===== config.mk =====
export PLATFORM = sky130hd
export DESIGN_NAME = addsub_serial_unit
export DESIGN_NICKNAME = d
export VERILOG_FILES = /design/src/rtl/addsub_serial_unit.sv
export SDC_FILE = /design/constraint.sdc
export NUM_CORES = 1
export LEC_CHECK = 0
export ABC_AREA = 1
export BUFFER_PORTS_ARGS = -buffer_cell sky130_fd_sc_hd__buf_2
export CAP_MARGIN = 20
export CORE_AREA = 2 2 110 112
export DETAILED_ROUTE_END_ITERATION = 10
export DIE_AREA = 0 0 112 114
export SLEW_MARGIN = 0
export SYNTH_ARGS = -nofsm -noshare
export SYNTH_HDL_FRONTEND = slang
export SYNTH_SLANG_ARGS = --single-unit
export TNS_END_PERCENT = 10

===== constraint.sdc =====
create_clock -name clk -period 7.8 [get_ports clk]
set_clock_uncertainty 0.05 [all_clocks]
set_input_delay 0.39 -clock clk [delete_from_list [all_inputs] [get_ports clk]]
set_output_delay 0.39 -clock clk [all_outputs]
set_load 0.01 [all_outputs]

===== src/rtl/addsub_serial_unit.sv =====
// addsub_serial_unit
// Multi-cycle add/subtract unit for the calculator datapath. A WIDTH-bit
// operation is processed CHUNK bits per clock, with the carry held in a
// register between chunks. Results carry the usual carry/overflow/zero/neg
// flags and are handed off through a valid/ready handshake on each side.
//
// Parameters:
//   WIDTH  operand/result width (multiple of CHUNK)
//   CHUNK  bits added per clock; NCHUNK = WIDTH/CHUNK cycles per operation
//
// Ports:
//   clk        clock, rising edge
//   rst_n      asynchronous active-low reset
//   in_valid   operands/op presented        in_ready   unit idle, will accept
//   a, b       operands                     op         00 a+b, 01 a-b,
//   cin        carry-in (op=11 only)                   10 b-a, 11 a+b+cin
//   out_valid  result/flags valid           out_ready  consumer takes result
//   s          result                       cout       carry out (1 = no borrow)
//   ovf        signed overflow              zero/neg   s==0 / s[WIDTH-1]
//
// Optional build macro ADDSUB_SATURATE_EN: on signed overflow, s is clamped
// to the signed max or min instead of wrapping. Without it, s wraps.

module addsub_serial_unit #(
  parameter int WIDTH = 10,
  parameter int CHUNK = 2
) (
  input  logic             clk,
  input  logic             rst_n,
  input  logic             in_valid,
  output logic             in_ready,
  input  logic [WIDTH-1:0] a,
  input  logic [WIDTH-1:0] b,
  input  logic [1:0]       op,
  input  logic             cin,
  output logic             out_valid,
  input  logic             out_ready,
  output logic [WIDTH-1:0] s,
  output logic             cout,
  output logic             ovf,
  output logic             zero,
  output logic             neg
);

  localparam int NCHUNK = WIDTH / CHUNK;
  localparam int CW     = (NCHUNK > 1) ? $clog2(NCHUNK) : 1;
  localparam logic [CW-1:0] LAST = CW'(NCHUNK - 1);

  typedef enum logic [1:0] {IDLE, BUSY, DONE} state_t;

  state_t           state;
  logic [CW-1:0]    cnt;
  logic             carry;
  logic [WIDTH-1:0] x_reg;
  logic [WIDTH-1:0] y_reg;
  logic [WIDTH-1:0] acc;

  logic [CHUNK:0]   chunk_add;
  logic [WIDTH-1:0] acc_next;
  logic [WIDTH-1:0] s_final;
  logic             ovf_final;

  // One chunk of the ripple: add the selected slices of X and Y plus the
  // held carry, and splice the partial sum into the accumulator. On the last
  // chunk acc_next is the complete sum, so the flags are derived from it.
  always_comb begin
    int base;
    base      = int'(cnt) * CHUNK;
    chunk_add = {1'b0, x_reg[base +: CHUNK]} + {1'b0, y_reg[base +: CHUNK]}
              + {{CHUNK{1'b0}}, carry};
    acc_next  = acc;
    acc_next[base +: CHUNK] = chunk_add[CHUNK-1:0];
    ovf_final = (x_reg[WIDTH-1] == y_reg[WIDTH-1]) &&
                (acc_next[WIDTH-1] != x_reg[WIDTH-1]);
`ifdef ADDSUB_SATURATE_EN
    // Positive overflow (X msb 0) clamps to max, negative to min.
    if (ovf_final)
      s_final = x_reg[WIDTH-1] ? {1'b1, {(WIDTH-1){1'b0}}}
                               : {1'b0, {(WIDTH-1){1'b1}}};
    else
      s_final = acc_next;
`else
    s_final = acc_next;
`endif
  end

  // Control FSM and datapath registers. Subtraction is folded into addition
  // at acceptance (invert one operand, seed the carry with 1), so BUSY only
  // ever adds.
  always_ff @(posedge clk or negedge rst_n) begin
    if (!rst_n) begin
      state     <= IDLE;
      cnt       <= '0;
      carry     <= 1'b0;
      x_reg     <= '0;
      y_reg     <= '0;
      acc       <= '0;
      s         <= '0;
      cout      <= 1'b0;
      ovf       <= 1'b0;
      zero      <= 1'b0;
      neg       <= 1'b0;
      out_valid <= 1'b0;
      in_ready  <= 1'b1;
    end else begin
      case (state)
        IDLE: begin
          if (in_valid) begin
            case (op)
              2'b00: begin x_reg <= a; y_reg <= b;  carry <= 1'b0; end
              2'b01: begin x_reg <= a; y_reg <= ~b; carry <= 1'b1; end
              2'b10: begin x_reg <= b; y_reg <= ~a; carry <= 1'b1; end
              2'b11: begin x_reg <= a; y_reg <= b;  carry <= cin;  end
            endcase
            cnt      <= '0;
            acc      <= '0;
            in_ready <= 1'b0;
            state    <= BUSY;
          end
        end
        BUSY: begin
          acc   <= acc_next;
          carry <= chunk_add[CHUNK];
          if (cnt == LAST) begin
            s         <= s_final;
            cout      <= chunk_add[CHUNK];
            ovf       <= ovf_final;
            zero      <= (s_final == '0);
            neg       <= s_final[WIDTH-1];
            out_valid <= 1'b1;
            cnt       <= '0;
            state     <= DONE;
          end else begin
            cnt <= cnt + CW'(1);
          end
        end
        DONE: begin
          if (out_ready) begin
            out_valid <= 1'b0;
            in_ready  <= 1'b1;
            state     <= IDLE;
          end
        end
        default: state <= IDLE;
      endcase
    end
  end

endmodule


==> results.toml, run 1 <==
[grt]
grt_pass1_vias = 2501
grt-ovfl-total = 0
grtUsageTotal = 0.111
grt_pass1_wl_um = 11800
antenna_found_initial = 0
grt_max_degree = 52

[critical_path]
reg2reg_slack_ps = 4530
r2r-end = "zero"
cp_slowest_cell = "dfrtp_1"
critPathMaxStageDelay_ps = 780
cp_data_arrival_time_ps = 3410
end_kind = "register"
start_kind = "register"
r2r-start = "cnt[0]"
crit_fanout = 22
path_class = "reg -> reg"
r2r_cells = 16
cp_cell_sequence = "inv_2 -> a21oi_1 -> o21ai_0 -> nand3_1 -> o21ai_0 -> fa_1 -> fa_1 -> inv_1 -> nor2_1 -> nand3_1 -> nor2_1 -> nor2_2 -> nand2_1 -> nor2_1 -> nand3_1 -> nand2_1"
worstPathRequired_ps = 7930

[routing]
drt_iter0_markers = 97
avgRoutedWirePerCell_um = 12.6
firstDrtPassIters = 5
post-route-drc-count = 0
via_count = 2486
vias_per_cell = 4.53
finalWirelength_um = 6900
ant_nets = 0

[clock_tree]
clockBufferDepth = 2
ctsResizeCount = 0
path_clk_slew_ps = 70
hold_buffers = 0
insertion_delay_ps = 290
cts_tree = "yes"
cts_setup_buffers = 0
clock_sinks = 51
clock-root-buffer = "clkbuf_16"
cts-htree-levels = 2
numCtsBuffers = 5

[floorplanning]
die_w_um = 112
die_y_um = 114
die_area_mm2 = 0.0128
boundaryPins = 43
start_util = 0.250
core_area_mm2 = 0.0117
row_count = 40

[timing]
tns_ps = 0
rsz0062_at_grt = "no"
finalCritPeriodShare = 0.420
finalHoldViolations = 0
fin_crit_ps = 3270
max_freq_mhz = 305
finalSetupViolCount = 0
tightest_slew_ps = 935
drv_slew = 0
slew_headroom = 0.375

[synthesis]
avgSynthCellArea_um2 = 8.01
synth_seq_cells = 51
synth_fp_nets = 407
yosys_warnings = 0
post_synth_num_cell_types = 30
yosysSeqAreaShare = 0.436
synth_cells = 366
syn_area_mm2 = 0.00293

[layout]
area.growth.synth_to_final_pct = 15.0
fillers = 1319
final_nets = 442
drive_above_1_share = 0.179
insertedDiodeCount = 0
post-route-util = 0.288

[pwr]
p_leak_nw = 1.70
p_per_area_mw_per_mm2 = 408
vdd_drop_max_mv = 0.151

[placed_design]
io_buffers = 42
dp_hpwl_um = 5220
place_congestion = 0.868

[status]
status = "complete, no violations"

[min_path]
hp-class = "in -> async"

[flow_run]
maxCapViolations = 0
[where the power goes]
group          total (mW)  internal (mW)  switching [mW]  leakage (nW)
registers           0.460          0.384          0.0763         0.638
logic               0.701          0.242           0.459         0.991
clock network       0.215          0.119          0.0962        0.0669
[per-stage QoR]
stage	instances	hold slack (ps)	cell area, um2	total power, mW	setup WS, ps
after floorplan	366	44.4	2930	0.999	5020
after global placement	541	402	3230	1.16	4670
after global routing	549	241	3370	1.51	4240
final	549	167	3370	1.38	4530
after detailed placement	541	415	3230	1.17	4560
after CTS	549	205	3370	1.38	4550
[cell usage after synthesis (all sizes together)]
| cell type | number | area [um2] |
|---|---|---|
| buf | 10 | 83.8 |
| o211ai | 7 | 52.6 |
| inv | 53 | 199 |
| fa | 2 | 40.0 |
| nor2 | 20 | 108 |
| a22oi | 6 | 45.0 |
| o311ai | 1 | 8.76 |
| a211oi | 1 | 7.51 |
| dfstp | 1 | 26.3 |
| a21oi | 26 | 130 |
| clkbuf | 5 | 18.8 |
| ha | 12 | 150 |
| clkinv | 2 | 7.51 |
| dfrtp | 50 | 1250 |
| a22o | 1 | 8.76 |
| nand2 | 92 | 370 |
| o21ai | 42 | 214 |
| o22ai | 19 | 119 |
| nand3 | 12 | 65.1 |
| nand4 | 4 | 25.0 |
[critical path, delay by kind of cell, from the launching register on]
| kind | cells | cell delay (ps) |
|---|---|---|
| flops | 1 | 780 |
| fa+ha+maj | 2 | 940 |
| compound gates | 3 | 390 |
| simple gates | 9 | 770 |
| buf+inv | 2 | 250 |
[cells in the final DEF (no fill, tap or decap), types with 2 or more instances in the layout]
master,count
o22ai_1,19
nor2_4,3
nand4_1,4
clkbuf_16,5
nand2_2,4
ha_1,12
clkinv_1,2
fa_1,2
o21ai_0,39
nor2_1,13
nor2_2,4
nand2_1,86
o211ai_1,7
buf_2,42
a21oi_1,26
inv_2,6
a22oi_1,6
inv_1,47
o21ai_1,2
nand2_4,2
nand3_1,11
dfrtp_1,50
[worst max path at each step]
| stage | startpoint | to | slack (ps) | cells past startpoint |
|---|---|---|---|---|
| 2_1_floorplan | cnt[0] | zero | 5020 | 17 |
| 3_3_place_gp | cnt[0] | zero | 4670 | 16 |
| 3_5_place_dp | cnt[0] | zero | 4560 | 16 |
| 4_1_cts | cnt[0] | zero | 4550 | 16 |
| 5_1_grt | cnt[0] | ovf | 4240 | 14 |
| 6_report | cnt[0] | zero | 4530 | 16 |
[per-layer routing]
layer | track usage | wire, um | vias up
li1 | - | - | 1280
met1 | 0.143 | 3310 | 1151
met2 | 0.196 | 3250 | 45
met3 | 0.0191 | 225 | 10
met4 | 0.0285 | 116 | 0
met5 | 0 | 0 | -
[layout make-up]
cell class | count | area, um2 | area share
Tap cell | 147 | 184 | 0.0546
Inverter | 55 | 206 | 0.0612
Timing Repair Buffer | 43 | 218 | 0.0646
Multi-Input combinational cell | 245 | 1340 | 0.399
Clock inverter | 2 | 12.5 | 0.00371
Sequential cell | 51 | 1280 | 0.379
Clock buffer | 6 | 129 | 0.0382
[logic make-up after synthesis]
family,count (synthesis),synth area share
DFF,51,0.436
buffers and inverters,70,0.105
adders and majority gates,14,0.0649
and+or+nand+nor,128,0.194
AOI/OAI and AO/OA,103,0.200
(Power assumes the default switching activity.)
==> run 2, diff against run 1 <==
==> constraint.sdc (replaced) <==
create_clock -name clk -period 2.6 [get_ports clk]
set_clock_uncertainty 0.05 [all_clocks]
set_input_delay 0.13 -clock clk [delete_from_list [all_inputs] [get_ports clk]]
set_output_delay 0.13 -clock clk [all_outputs]
set_load 0.01 [all_outputs]
==> results.toml, run 2 (synthesis results as in run 1) <==
[timing]
finalHoldViolations = 0
max_freq_mhz = 380
tightest_slew_ps = 653
drv_slew = 0
finalSetupViolCount = 2
finalCritPeriodShare = 1.01
fin_ws_ps = -33.0
holdWs_ps = 4.03
rsz0062_at_grt = "yes"
fin_crit_ps = 2630
slew_headroom = 0.565

[min_path]
min-delay-start = "out_ready"
hp-class = "in -> reg"

[flow_run]
maxCapViolations = 0

[routing]
avgRoutedWirePerCell_um = 12.8
firstDrtPassIters = 4
post-route-drc-count = 0
via_count = 2628
vias_per_cell = 4.60
ant_nets = 0
drt_iter0_markers = 79
finalWirelength_um = 7280

[critical_path]
worstPathRequired_ps = 2730
start_kind = "register"
path_buf_inv = 2
cp-endpoint = "ovf"
critPathMaxStageDelay_ps = 530
r2r-end = "ovf"
end_kind = "register"
crit_start = "cnt[1]"
critPathMostFrequentCell = "nand2_1"
r2r_cells = 14
cp_slowest_cell = "fa_1"
reg2reg_slack_ps = -30
crit_cells = 14
r2r-start = "cnt[1]"
cp_data_arrival_time_ps = 2760
cp_cell_sequence = "buf_6 -> a21oi_2 -> o21ai_1 -> nand3_1 -> o21ai_2 -> fa_2 -> fa_1 -> inv_2 -> nor2_4 -> nand2_1 -> nand4_1 -> nand2_2 -> o211ai_1 -> nand2_1"
cp_top_family = "adder cells"
path_class = "reg -> reg"
crit_fanout = 5

[layout]
final_cell_mix = "nand2_1, dfrtp_1, inv_1"
area.growth.synth_to_final_pct = 23.6
drive_above_1_share = 0.257
insertedDiodeCount = 0
post-route-util = 0.309
final_common_cell = "nand2_1"
layoutNonFillerInstCount = 571
final_nets = 464

[pwr]
p_int_mw = 2.56
combPwrFrac = 0.565
power_switching_mw = 2.08
seqPwrFrac = 0.291
vdd_drop_max_mv = 0.496
swShare = 0.448
p_leak_nw = 1.82
power_frac_clock = 0.144
p_total_mw = 4.64
p_per_area_mw_per_mm2 = 1280

[grt]
grt_pass1_vias = 2661
grt_pass1_wl_um = 12500
grt-ovfl-total = 0
grtUsageTotal = 0.119
antenna_found_initial = 0
grt_max_degree = 52

[placed_design]
place_congestion = 0.864
dp_hpwl_um = 5410
dp_slack_ps = -122
io_buffers = 42
dpl.cell_count = 560

[clock_tree]
path_clk_slew_ps = 70
cts_tree = "yes"
cts-htree-levels = 2
clock_sinks = 51
insertion_delay_ps = 290
clock-root-buffer = "clkbuf_16"
clockBufferDepth = 2
numCtsBuffers = 5

[floorplanning]
die_w_um = 112
start_util = 0.250
die_area_mm2 = 0.0128
row_count = 40
core_area_mm2 = 0.0117
boundaryPins = 43
die_y_um = 114

[status]
violations = "negative setup slack"
status = "complete, but fails checks"
==> run 2: area by class of cell <==
type,count,area [um2]
multi-input combinational,245,1400
sequential,51,1280
clock inverter,1,8.76
fill,1265,8090
inverter,55,206
clock buffer,7,143
timing repair buffer,65,402
tap,147,184
==> run 2: worst min path at each step <==
stage | cells after the start | endpoint | slack [ps]
after global routing | 2 | state[1] | 20
after CTS | 2 | state[1] | 1
after floorplan | 0 | acc[0] | -220
after global placement | 2 | cnt[1] | 110
final | 2 | state[1] | 4
after detailed placement | 2 | s[6] | 100
==> run 2: power groups by stage <==
stage	clock network [mW]	logic [mW]	registers, mW
after CTS	0.695	2.51	1.35
after global placement	0	2.42	1.35
after floorplan	0	1.70	1.36
final	0.667	2.62	1.35
after detailed placement	0	2.45	1.36
after global routing	0.734	2.99	1.39
==> run 2: repair_timing <==
action,CTS,global route
pin swaps,7,2
gates cloned,0,0
resized for setup,7,14
setup endpoints to repair,11,12
hold buffers,1,0
hold endpoints to repair,50,0
buffers inserted,1,1
==> run 2: worst reg2reg max path, stage by stage (launching register included) <==
cell and delay (ps):
dfrtp_1 420, buf_6 150, a21oi_2 110, o21ai_1 70, nand3_1 90, o21ai_2 70
fa_2 360, fa_1 530, inv_2 50, nor2_4 90, nand2_1 70, nand4_1 90
nand2_2 110, o211ai_1 190, nand2_1 70
==> run 2: routing by layer <==
metal | GRT usage | wire (um) | part of all wire | up-vias
li1 | - | - | - | 1321
met1 | 0.153 | 3430 | 0.47 | 1241
met2 | 0.201 | 3450 | 0.47 | 50
met3 | 0.0239 | 256 | 0.035 | 16
met4 | 0.0382 | 150 | 0.021 | 0
met5 | 0 | 0 | 0 | -
==> run 2: per-stage QoR <==
step           TNS [ps]  cell area, um2
2_1_floorplan      -134            2950
3_3_place_gp      -75.7            3390
3_5_place_dp       -501            3390
4_1_cts           -26.7            3580
5_1_grt           -1110            3620
6_report          -34.6            3620
==> run 3, diff against run 2 <==
--- a/config.mk
+++ b/config.mk
@@ -5,7 +5,6 @@
 export SDC_FILE = /design/constraint.sdc
 export NUM_CORES = 1
 export LEC_CHECK = 0
-export ABC_AREA = 1
 export BUFFER_PORTS_ARGS = -buffer_cell sky130_fd_sc_hd__buf_2
 export CAP_MARGIN = 20
 export CORE_AREA = 2 2 110 112
==> results.toml, run 3 <==
[synthesis]
netlist_top_cells_count = "nand2_1, dfrtp_1, o21ai_0, clkbuf_1, inv_1"
syn_area_mm2 = 0.00293
ys.flop_type = "dfrtp_1"
synth_edf_count = 0
synth_top_area_frac = 0.428
synth_top_cell_by_area = "dfrtp_1"
synth_fp_nets = 356
synth_cells = 315
post_synth_num_cell_types = 45
yosys_warnings = 0
avgSynthCellArea_um2 = 9.29
synth_most_common_cell = "nand2_1"
synth.area.top_cells = "dfrtp_1, o21ai_0, nand2_1, mux2i_1, ha_1"
yosysSeqAreaShare = 0.437
synthArstFlopShare = 1.00
synth_seq_cells = 51

[timing]
rsz0062_at_grt = "yes"
finalHoldViolations = 0
fin_crit_ps = 2870
tns_ps = -924
fin_ws_ps = -267
tightest_slew_ps = 672
finalSetupViolCount = 6
max_freq_mhz = 349
drv_slew = 0
holdWs_ps = 84.1
slew_headroom = 0.552
finalCritPeriodShare = 1.10

[routing]
firstDrtPassIters = 4
ant_nets = 0
vias_per_cell = 4.68
dr_wl_met2_um = 3140
top_layer = "met4"
post-route-drc-count = 0
avgRoutedWirePerCell_um = 13.3
m1WireLength_um = 3350
wl_met3_um = 301
drt_iter0_markers = 115
via_count = 2414
finalWirelength_um = 6880

[grt]
grt_pass1_vias = 2356
grt-ovfl-total = 0
antenna_found_initial = 0
grt_pass1_wl_um = 11800
grt_max_degree = 31
grtUsageTotal = 0.112

[pwr]
p_int_mw = 2.67
seqPwrFrac = 0.297
p_per_area_mw_per_mm2 = 1240
power_switching_mw = 1.83
p_leak_nw = 1.69
power_frac_clock = 0.162
swShare = 0.407
vdd_drop_max_mv = 0.509
combPwrFrac = 0.542
p_total_mw = 4.51

[critical_path]
cp_data_arrival_time_ps = 3020
cp_cell_sequence = "mux4_2 -> nand2_2 -> nand2_2 -> fa_2 -> fa_2 -> and4_1 -> mux2i_1 -> nand4_1 -> o31ai_2"
critPathMaxStageDelay_ps = 530
cp_top_family = "adder cells"
crit_start = "cnt[0]"
r2r-start = "cnt[0]"
path_class = "reg -> reg"
reg2reg_slack_ps = -270
end_kind = "register"
r2r_cells = 9
crit_fanout = 7
cp_slowest_cell = "mux4_2"
worstPathRequired_ps = 2750
crit_cells = 9
start_kind = "register"
path_buf_inv = 0

[placed_design]
dp_hpwl_um = 5190
dp_slack_ps = -314
dpl.cell_count = 506
io_buffers = 42
postPlaceCellArea_mm2 = 0.00339
place_congestion = 0.806

[layout]
layoutNonFillerInstCount = 516
final_area_mm2 = 0.00362
drive_above_1_share = 0.260
insertedDiodeCount = 0
final_nets = 409
final_cell_mix = "dfrtp_1, nand2_1, o21ai_0"
post-route-util = 0.310
final_common_cell = "dfrtp_1"
area.growth.synth_to_final_pct = 23.9

[floorplanning]
die_area_mm2 = 0.0128
boundaryPins = 43
die_w_um = 112
core_area_mm2 = 0.0117
row_count = 40
die_y_um = 114
start_util = 0.250

[clock_tree]
clock_sinks = 51
cts-htree-levels = 2
cts_tree = "yes"
insertion_delay_ps = 290
numCtsBuffers = 5
path_clk_slew_ps = 70
clock-root-buffer = "clkbuf_16"
clockBufferDepth = 2

[min_path]
whs_path_depth = 3
hp-class = "in -> reg"
min-delay-start = "out_ready"

[flow_run]
maxCapViolations = 0

[status]
status = "complete, but fails checks"
violations = "negative setup slack"
[run 3: cell count changes after synthesis, moves of 11 or more]
cell,delta
a21oi_1,-19
clkbuf_1,+12
inv_1,-30
o21ai_0,+11
mux2i_1,+16
nand2_1,-35
[run 3: kinds of logic after synthesis]
kind of cell,share of synthesized area
buf+inv,0.0603
mux,0.0945
flops,0.437
compound gates,0.175
fa+ha+maj,0.0650
simple gates,0.169
[run 3: worst register-to-register path, delay by kind of cell, from the launching register on]
kind | cells | cell delay (ps)
flops | 1 | 410
compound gates | 1 | 240
mux | 2 | 740
fa+ha+maj | 2 | 880
simple gates | 4 | 460
[run 3: final timing paths]
check	end
setup / recovery	zero
hold / removal	in_ready
setup reg to reg	zero
hold reg to reg	s[7]
max in group asynchronous	y_reg[9]
min in group asynchronous	s[0]
[run 3: layer usage]
metal	GRT usage	up-vias
li1	-	1204
met1	0.151	1148
met2	0.186	53
met3	0.0250	9
met4	0.0244	0
met5	0	-
[run 3: what timing repair did]
item / 4_1_cts / 5_1_grt
pin swaps: 1 / 8
resized for setup: 7 / 9
setup buffers: 0 / 1
hold buffers: 1 / 0
endpoints found under the setup margin: 11 / 16
endpoints found under the hold margin: 27 / 0
[run 3: final cells by class]
| class | count | area (um2) |
|---|---|---|
| Fill cell | 1250 | 8090 |
| Timing Repair Buffer | 69 | 419 |
| Clock inverter | 1 | 30.0 |
| Clock buffer | 7 | 133 |
| Inverter | 18 | 67.6 |
| Tap cell | 147 | 184 |
| Multi-Input combinational cell | 223 | 1510 |
| Sequential cell | 51 | 1280 |
[run 3: power groups by stage]
stage               Clock, mW  Sequential [mW]  Combinational, mW
finish                  0.728             1.34               2.44
global route            0.779             1.39               2.73
CTS                     0.740             1.34               2.36
detailed placement          0             1.35               2.31
global placement            0             1.34               2.25
floorplan                   0             1.32               1.56
